[src/rtl/pc_pkg.sv]
// Shared definitions for the program-counter stage.
// State encoding and reset vector.
package pc_pkg;

  typedef enum logic [1:0] {
    EXECUTANDO = 2'd0,
    ESPERANDO  = 2'd1,
    PARADO     = 2'd2
  } estado_t;

  localparam int PC_RESET = 0;

endpackage

[src/rtl/unidade_pc_contador_saturado.sv]
// Saturating retired-instruction counter.
// Holds at all-ones instead of wrapping.
module contador_saturado #(
  parameter int CONT_WIDTH = 32
) (
  input  logic                  clock,
  input  logic                  reset,
  input  logic                  incrementa,
  output logic [CONT_WIDTH-1:0] valor
);

  logic [CONT_WIDTH-1:0] valor_q, valor_d;

  // next count: +1 unless already saturated
  always_comb begin
    valor_d = valor_q;
    if (incrementa && (valor_q != '1))
      valor_d = valor_q + CONT_WIDTH'(1);
  end

  // count register with synchronous reset
  always_ff @(posedge clock) begin
    if (reset) valor_q <= '0;
    else       valor_q <= valor_d;
  end

  assign valor = valor_q;

endmodule

[src/rtl/unidade_pc.sv]
// Program-counter stage: PC register, next-PC
// selection, input-wait/halt FSM, retire counter.
module unidade_pc
  import pc_pkg::*;
#(
  parameter int DATA_WIDTH = 32,
  parameter int ADDR_WIDTH = 13,
  parameter int CONT_WIDTH = 32
) (
  input  logic                  clock,
  input  logic                  reset,
  input  logic                  jump,
  input  logic                  jump_al,
  input  logic                  jalr,
  input  logic                  branch_tomado,
  input  logic [ADDR_WIDTH-1:0] endereco_imediato,
  input  logic [DATA_WIDTH-1:0] endereco_registrador,
  input  logic                  halt,
  input  logic                  espera_entrada,
  input  logic                  entrada_valida,
  output logic [ADDR_WIDTH-1:0] pc,
  output logic [ADDR_WIDTH-1:0] proximo_pc,
  output logic                  esperando,
  output logic                  parado,
  output logic [CONT_WIDTH-1:0] instrucoes_executadas
);

  logic [ADDR_WIDTH-1:0] pc_q, pc_d;
  estado_t               estado_q, estado_d;
  logic                  incrementa;
  logic                  unused_reg_hi;

  // JALR targets beyond the instruction space are truncated
  assign unused_reg_hi =
    ^endereco_registrador[DATA_WIDTH-1:ADDR_WIDTH];

  assign proximo_pc = pc_q + ADDR_WIDTH'(1);

  // next-state, next-PC and retire decision
  always_comb begin
    pc_d       = pc_q;
    estado_d   = estado_q;
    incrementa = 1'b0;
    unique case (estado_q)
      EXECUTANDO: begin
        if (halt) begin
          estado_d   = PARADO;
          incrementa = 1'b1;
        end else if (espera_entrada && !entrada_valida) begin
          estado_d = ESPERANDO;
        end else begin
          incrementa = 1'b1;
          if (jalr)
            pc_d = endereco_registrador[ADDR_WIDTH-1:0];
          else if (jump || jump_al)
            pc_d = endereco_imediato;
          else if (branch_tomado)
            pc_d = endereco_imediato;
          else
            pc_d = proximo_pc;
        end
      end
      ESPERANDO: begin
        if (entrada_valida) begin
          pc_d       = proximo_pc;
          incrementa = 1'b1;
          estado_d   = EXECUTANDO;
        end
      end
      PARADO: begin
      end
      default: estado_d = EXECUTANDO;
    endcase
  end

  // PC and state registers with synchronous reset
  always_ff @(posedge clock) begin
    if (reset) begin
      pc_q     <= ADDR_WIDTH'(PC_RESET);
      estado_q <= EXECUTANDO;
    end else begin
      pc_q     <= pc_d;
      estado_q <= estado_d;
    end
  end

  contador_saturado #(
    .CONT_WIDTH(CONT_WIDTH)
  ) u_contador (
    .clock     (clock),
    .reset     (reset),
    .incrementa(incrementa),
    .valor     (instrucoes_executadas)
  );

  assign pc        = pc_q;
  assign esperando = (estado_q == ESPERANDO);
  assign parado    = (estado_q == PARADO);

endmodule

[config.mk]
export PLATFORM = sky130hd
export DESIGN_NAME = unidade_pc
export DESIGN_NICKNAME = d
export VERILOG_FILES = /design/src/rtl/pc_pkg.sv /design/src/rtl/unidade_pc_contador_saturado.sv /design/src/rtl/unidade_pc.sv
export SDC_FILE = /design/constraint.sdc
export NUM_CORES = 1
export LEC_CHECK = 0
export CAP_MARGIN = 5
export CORE_MARGIN = 3
export CORE_UTILIZATION = 39
export DETAILED_ROUTE_END_ITERATION = 16
export PLACE_DENSITY = 0.77
export SLEW_MARGIN = 20
export SYNTH_ARGS = -nofsm -noshare
export SYNTH_HDL_FRONTEND = slang
export SYNTH_SLANG_ARGS = --single-unit
export TNS_END_PERCENT = 100
[constraint.sdc]
create_clock -name clock -period 2.1 [get_ports clock]
set_clock_uncertainty 0.1 [all_clocks]
set_input_delay 0.315 -clock clock [delete_from_list [all_inputs] [get_ports clock]]
set_output_delay 0.315 -clock clock [all_outputs]
set_load 0.03 [all_outputs]
==> run summary, run 1 <==
run status - finished with violations
violated checks - setup timing
CP Cell Sequence - ha_4 -> nand3_4 -> or3_4 -> xnor2_2 -> buf_6
Initial Util - 0.405
most frequent cells in the layout - clkdlybuf4s50_1 (80), buf_4 (65), nor2_1 (48)
Clock Latency Late Sink - 290 ps
slowest CP cell - or3_4
min-delay src - entrada_valida
Synthesized Nets - 421
Max Transition Viols Final - 0
most common cell after layout, fill and taps aside - clkdlybuf4s50_1
PwrDens - 460 nW/µm²
EDFF count, synth - 0
Synth cell types - 43
period utilization - 1.01
CP startpoint kind - flip-flop
clock slew seen by the registers of the worst setup and hold paths - 80 ps
row cnt - 30
Routability Congestion - 0.895
hold path cells - 3
fmax - 470 MHz
largest net degree at the start of global routing - 29
PortBufs - 94
CTS Buf Count - 5
final hold vios - 0
post-route setup slack - -26.8 ps
Sink Count - 47
ys flop type - dfxtp_1
asr flop ratio synth - 0
Psw - 0.000624 W
total power - 0.00211 W
# fillers - 552
CTS tree - yes
GR Overflow Total - 0
R2R Path End - u_contador.valor[27]
Die Height - 90.2 µm
setup violators final - 1
pre-CTS WS - -356 ps
Crit. End Element - primary output
All-Layer GR Usage - 0.219
Die Area - 8130 µm²
Largest stage delay, worst path - 430 ps
Setup CP Type - reg -> out
Peak supply drop - 0.265 mV
Synth Register Bits - 47
Max clock buf depth - 2
Yosys warnings - 0
reg2reg path depth - 7
sequential fraction of the synthesis area - 0.340
Max-slew headroom - 0.631
max-cap violations - 0
Vias - 3315
Synth Instances - 365
worst reg2reg path startpoint - u_contador.valor[5]
number of top-level pins - 114
vias per cell - 5.43
clock power share - 0.280
RSZ-0062 raised after global routing - yes
initial antenna violation count - 0
Reg power frac - 0.458
Netlist Area Pre-Place - 2760 µm²
area added between synthesis and finish - 66.1%
syn avg cell area - 7.57 µm²
worst hold slack - 391 ps
Nets - 570
worst hold path class - in -> reg
Chip Width - 90.2 µm
initial DRC count - 212
Leakage - 1.77 nW
average routed wire per standard cell - 15.4 µm
r2r setup slk - 70 ps
ratio of cells with drive above 1 in the final layout - 0.245
min Tclk post-route - 2130 ps
CP top delay family - simple AND/OR/NAND/NOR gates
CP Data Required Time - 1680 ps
internal power - 0.00149 W
Worst-Margin Slew - 551 ps
core area - 6830 µm²
worst-path fanout max - 4
ant diodes - 0
clk root buf - clkbuf_8
HPWL Detailed - 6730 µm
worst path bufs/invs - 1
switch share - 0.295
DRC Markers - 0
WP data arrival - 1710 ps
number of global-route vias before repair - 3143
ANT nets after route - 0
global-route wire length before repair - 15100 µm
First-pass DRT Iterations - 5
H-tree levels - 2
Min-Delay Endpoint - estado_q[0]
Post-Route WL - 9380 µm
CP Launch Point - pc[0]
power share of the combinational group - 0.262
## logic make-up after synthesis
group                      synth area share
and+or+nand+nor                       0.337
AOI/OAI and AO/OA                     0.155
DFF                                   0.340
xor gates and xnor gates              0.108
buffers and inverters                0.0358
muxes                                0.0149
adders and majority gates           0.00905
## synthesized netlist by cell type (all sizes together), types with 2 or more instances
| library cell | number | area (µm²) |
|---|---|---|
| nand2b | 3 | 18.8 |
| xor2 | 13 | 114 |
| or3 | 6 | 37.5 |
| xnor2 | 21 | 184 |
| and4 | 4 | 35.0 |
| clkbuf | 10 | 37.5 |
| inv | 11 | 41.3 |
| a211oi | 6 | 45.0 |
| a221oi | 3 | 26.3 |
| o21bai | 2 | 15.0 |
| o22ai | 5 | 31.3 |
| nor2 | 52 | 195 |
| nor2b | 4 | 25.0 |
| nand3 | 28 | 140 |
| mux2i | 3 | 30.0 |
| nand2 | 29 | 109 |
| buf | 4 | 20.0 |
| nor3 | 17 | 85.1 |
| a22oi | 2 | 15.0 |
| o21ai | 23 | 115 |
| dfxtp | 47 | 941 |
| and2 | 2 | 12.5 |
| ha | 2 | 25.0 |
| o32ai | 2 | 17.5 |
| nand4 | 13 | 81.3 |
| a2bb2oi | 2 | 17.5 |
| a21oi | 21 | 105 |
| nor4 | 9 | 77.6 |
| and3 | 10 | 62.6 |
## sequential cells by signal (all words and copies together), names as in the netlist
name	flops
estado_q	2
u_contador.valor	32
pc	13
## layout make-up
cell class              count  area (µm²)  share of cell area
multi-input cells         293        1940               0.423
repair buffers            156        1420               0.308
flip-flops and latches     47         971               0.212
well taps                  96         120              0.0262
clock buffers               8         100              0.0218
inverters                  11        41.3             0.00899
## timing repair
action | 4_1_cts | 5_1_grt
gates resized for setup | 23 | 27
setup endpoints to repair | 14 | 31
pin swaps | 7 | 8
buffers inserted | 8 | 6
hold buffers | 0 | 0
## stage by stage
stage	utilization	setup TNS, ps	cells	instance area (µm²)
4_1_cts	0.647	-98.7	605	4420
6_report	0.672	-26.8	611	4590
5_1_grt	0.672	-301	611	4590
3_3_place_gp	0.612	-5460	589	4180
2_1_floorplan	-	-5.88	365	2830
3_5_place_dp	0.612	-6890	589	4180
## power by group through the flow
stage / registers [W] / clock network (W) / logic [W]
floorplan: 0.00103 / 0 / 0.000213
global placement: 0.000975 / 0 / 0.000510
detailed placement: 0.000976 / 0 / 0.000517
CTS: 0.000958 / 0.000612 / 0.000538
global route: 0.000973 / 0.000654 / 0.000589
finish: 0.000968 / 0.000591 / 0.000554
## worst min-delay path, delay by kind of cell
| kind | cells | cell delay [ps] |
|---|---|---|
| buf+inv | 2 | 380 |
| simple gates | 1 | 50 |
## how the worst max path moves through the flow
stage	to	cells after the start
after global placement	u_contador.valor[30]	7
final	proximo_pc[8]	5
after global routing	proximo_pc[8]	5
after detailed placement	u_contador.valor[22]	7
after CTS	proximo_pc[11]	6
after floorplan	proximo_pc[12]	5
## layer usage
metal / wire [µm] / global-route usage / vias to the layer above
met4: 165 / 0.0689 / 0
met5: 0 / 0 / -
met2: 4660 / 0.357 / 111
li1: - / - / 1622
met1: 4070 / 0.291 / 1566
met3: 485 / 0.0452 / 16
(Power assumes the default switching activity.)
==> run 2, diff against run 1 <==
MAX_ROUTING_LAYER = met4   (was default)
SLEW_MARGIN = default   (was 20)
==> run summary, run 2 (synthesized netlist as in run 1, its figures left out) <==
dpl cell area - 4170 µm² (was 4180 µm²)
ratio of cells with drive above 1 in the final layout - 0.236 (was 0.245)
worst reg2reg path startpoint - u_contador.valor[0] (was u_contador.valor[5])
GR Overflow Total - 0 (unchanged)
Die Area - 8130 µm² (unchanged)
clock slew seen by the registers of the worst setup and hold paths - 80 ps (about the same)
r2r setup slk - 70 ps (about the same)
Core Util, Final - 0.662 (was 0.672)
Crit. End Element - primary output (unchanged)
PwrDens - 452 nW/µm² (was 460 nW/µm²)
period utilization - 0.986 (was 1.01)
clock power share - 0.264 (was 0.280)
max-cap violations - 0 (unchanged)
Post-Route WL - 9180 µm (was 9380 µm)
core area - 6830 µm² (unchanged)
Clock Latency Late Sink - 300 ps (was 290 ps)
Placed Cells - 588 (was 589)
R2R Path End - u_contador.valor[27] (unchanged)
First-pass DRT Iterations - 4 (was 5)
Vias - 3325 (was 3315)
hold path cells - 3 (unchanged)
global-route wire length before repair - 14900 µm (was 15100 µm)
worst hold path class - in -> reg (unchanged)
ANT nets after route - 0 (unchanged)
power share of the combinational group - 0.264 (was 0.262)
ant diodes - 0 (unchanged)
H-tree levels - 2 (unchanged)
initial antenna violation count - 0 (unchanged)
RSZ-0062 raised after global routing - yes (unchanged)
area added between synthesis and finish - 63.6% (was 66.1%)
Max clock buf depth - 2 (unchanged)
switch share - 0.310 (was 0.295)
Post-Layout Cell Count - 604 (was 611)
CP Launch Point - pc[1] (was pc[0])
Sink Count - 47 (unchanged)
most common cell after layout, fill and taps aside - clkdlybuf4s50_1 (unchanged)
CTS tree - yes (unchanged)
internal power - 0.00141 W (was 0.00149 W)
CP Data Required Time - 1680 ps (about the same)
clk root buf - clkbuf_8 (unchanged)
Die Height - 90.2 µm (unchanged)
All-Layer GR Usage - 0.224 (was 0.219)
average routed wire per standard cell - 15.2 µm (was 15.4 µm)
Psw - 0.000635 W (was 0.000624 W)
HPWL Detailed - 6700 µm (was 6730 µm)
reg2reg path depth - 6 (was 7)
row cnt - 30 (unchanged)
Min-Delay Endpoint - estado_q[0] (unchanged)
Max Transition Viols Final - 0 (unchanged)
# fillers - 597 (was 552)
vias per cell - 5.50 (was 5.43)
Reg power frac - 0.472 (was 0.458)
Leakage - 1.73 nW (was 1.77 nW)
most frequent cells in the layout - clkdlybuf4s50_1 (80), buf_4 (57), nor2_1 (48) (was clkdlybuf4s50_1 (80), buf_4 (65), nor2_1 (48))
WP data arrival - 1660 ps (was 1710 ps)
Nets - 563 (was 570)
number of top-level pins - 114 (unchanged)
Initial Util - 0.405 (unchanged)
Routability Congestion - 0.928 (was 0.895)
CTS Buf Count - 5 (unchanged)
area occupied by multi-input gates - 1940 µm² (unchanged)
worst-path fanout max - 4 (unchanged)
setup violators final - 0 (was 1)
PortBufs - 94 (unchanged)
DRC Markers - 0 (unchanged)
design area - 4520 µm² (was 4590 µm²)
Max-slew headroom - 0.604 (was 0.631)
Worst-Margin Slew - 591 ps (was 551 ps)
worst hold slack - 297 ps (was 391 ps)
min-delay src - entrada_valida (unchanged)
Chip Width - 90.2 µm (unchanged)
Peak supply drop - 0.327 mV (was 0.265 mV)
max reg flops - 32 (unchanged)
final hold vios - 0 (unchanged)
number of global-route vias before repair - 3099 (was 3143)
run status - finished, final reports clean (was finished with violations)
largest net degree at the start of global routing - 29 (unchanged)
FF/Latch Area - 967 µm² (was 971 µm²)
Setup CP Type - reg -> out (unchanged)
fmax - 483 MHz (was 470 MHz)
min Tclk post-route - 2070 ps (was 2130 ps)
initial DRC count - 205 (was 212)
CP startpoint kind - flip-flop (unchanged)
CTS Hold Buffers Added - 0 (unchanged)
==> run 2: stage by stage <==
stage,power [W],setup slack (ps),TNS [ps]
2_1_floorplan,0.00124,-5.88,-5.88
3_3_place_gp,0.00148,-280,-5380
3_5_place_dp,0.00149,-386,-7200
4_1_cts,0.00205,-30.7,-67.5
5_1_grt,0.00215,-45.9,-180
6_report,0.00205,29.5,0
==> run 2: final cells by class <==
type	count	share of cell area
clock buffer	6	0.0160
clock inverter	2	0.00277
inverter	11	0.00913
multi-input combinational	293	0.430
sequential	47	0.214
tap	96	0.0266
timing repair buffer	149	0.302
==> run 2: critical path: stages, from the launching register on <==
cell and delay (ps):
dfxtp_4 380, buf_4 120, nand4_1 110, buf_6 170
nor4_4 150, buf_4 170, xnor2_2 110, buf_6 150
==> run 2: timing repair <==
action | 4_1_cts | 5_1_grt
pin swaps | 9 | 8
gates cloned | 0 | 0
gates resized for setup | 26 | 23
setup endpoints to repair | 14 | 23
buffers inserted | 4 | 4
==> run 2: per-layer routing <==
layer  up-vias  track usage  part of all wire
met5         -            -                 0
met4         0       0.0778             0.023
met3        22       0.0385             0.055
met2       136        0.345              0.48
met1      1566        0.296              0.44
li1       1601            -                 -
==> run 2: power groups by stage <==
stage	Clock, W	Sequential, W	Combinational (W)
after detailed placement	0	0.000976	0.000513
final	0.000541	0.000966	0.000539
after CTS	0.000563	0.000961	0.000522
after floorplan	0	0.00103	0.000213
after global routing	0.000605	0.000972	0.000571
after global placement	0	0.000975	0.000509
==> run 2: how the worst max path moves through the flow <==
stage / end / slack [ps] / depth (start not counted)
6_report: proximo_pc[11] / 30 / 7
5_1_grt: proximo_pc[11] / -50 / 7
4_1_cts: proximo_pc[11] / -30 / 6
3_5_place_dp: u_contador.valor[27] / -390 / 7
3_3_place_gp: u_contador.valor[29] / -280 / 7
2_1_floorplan: proximo_pc[12] / -6 / 5
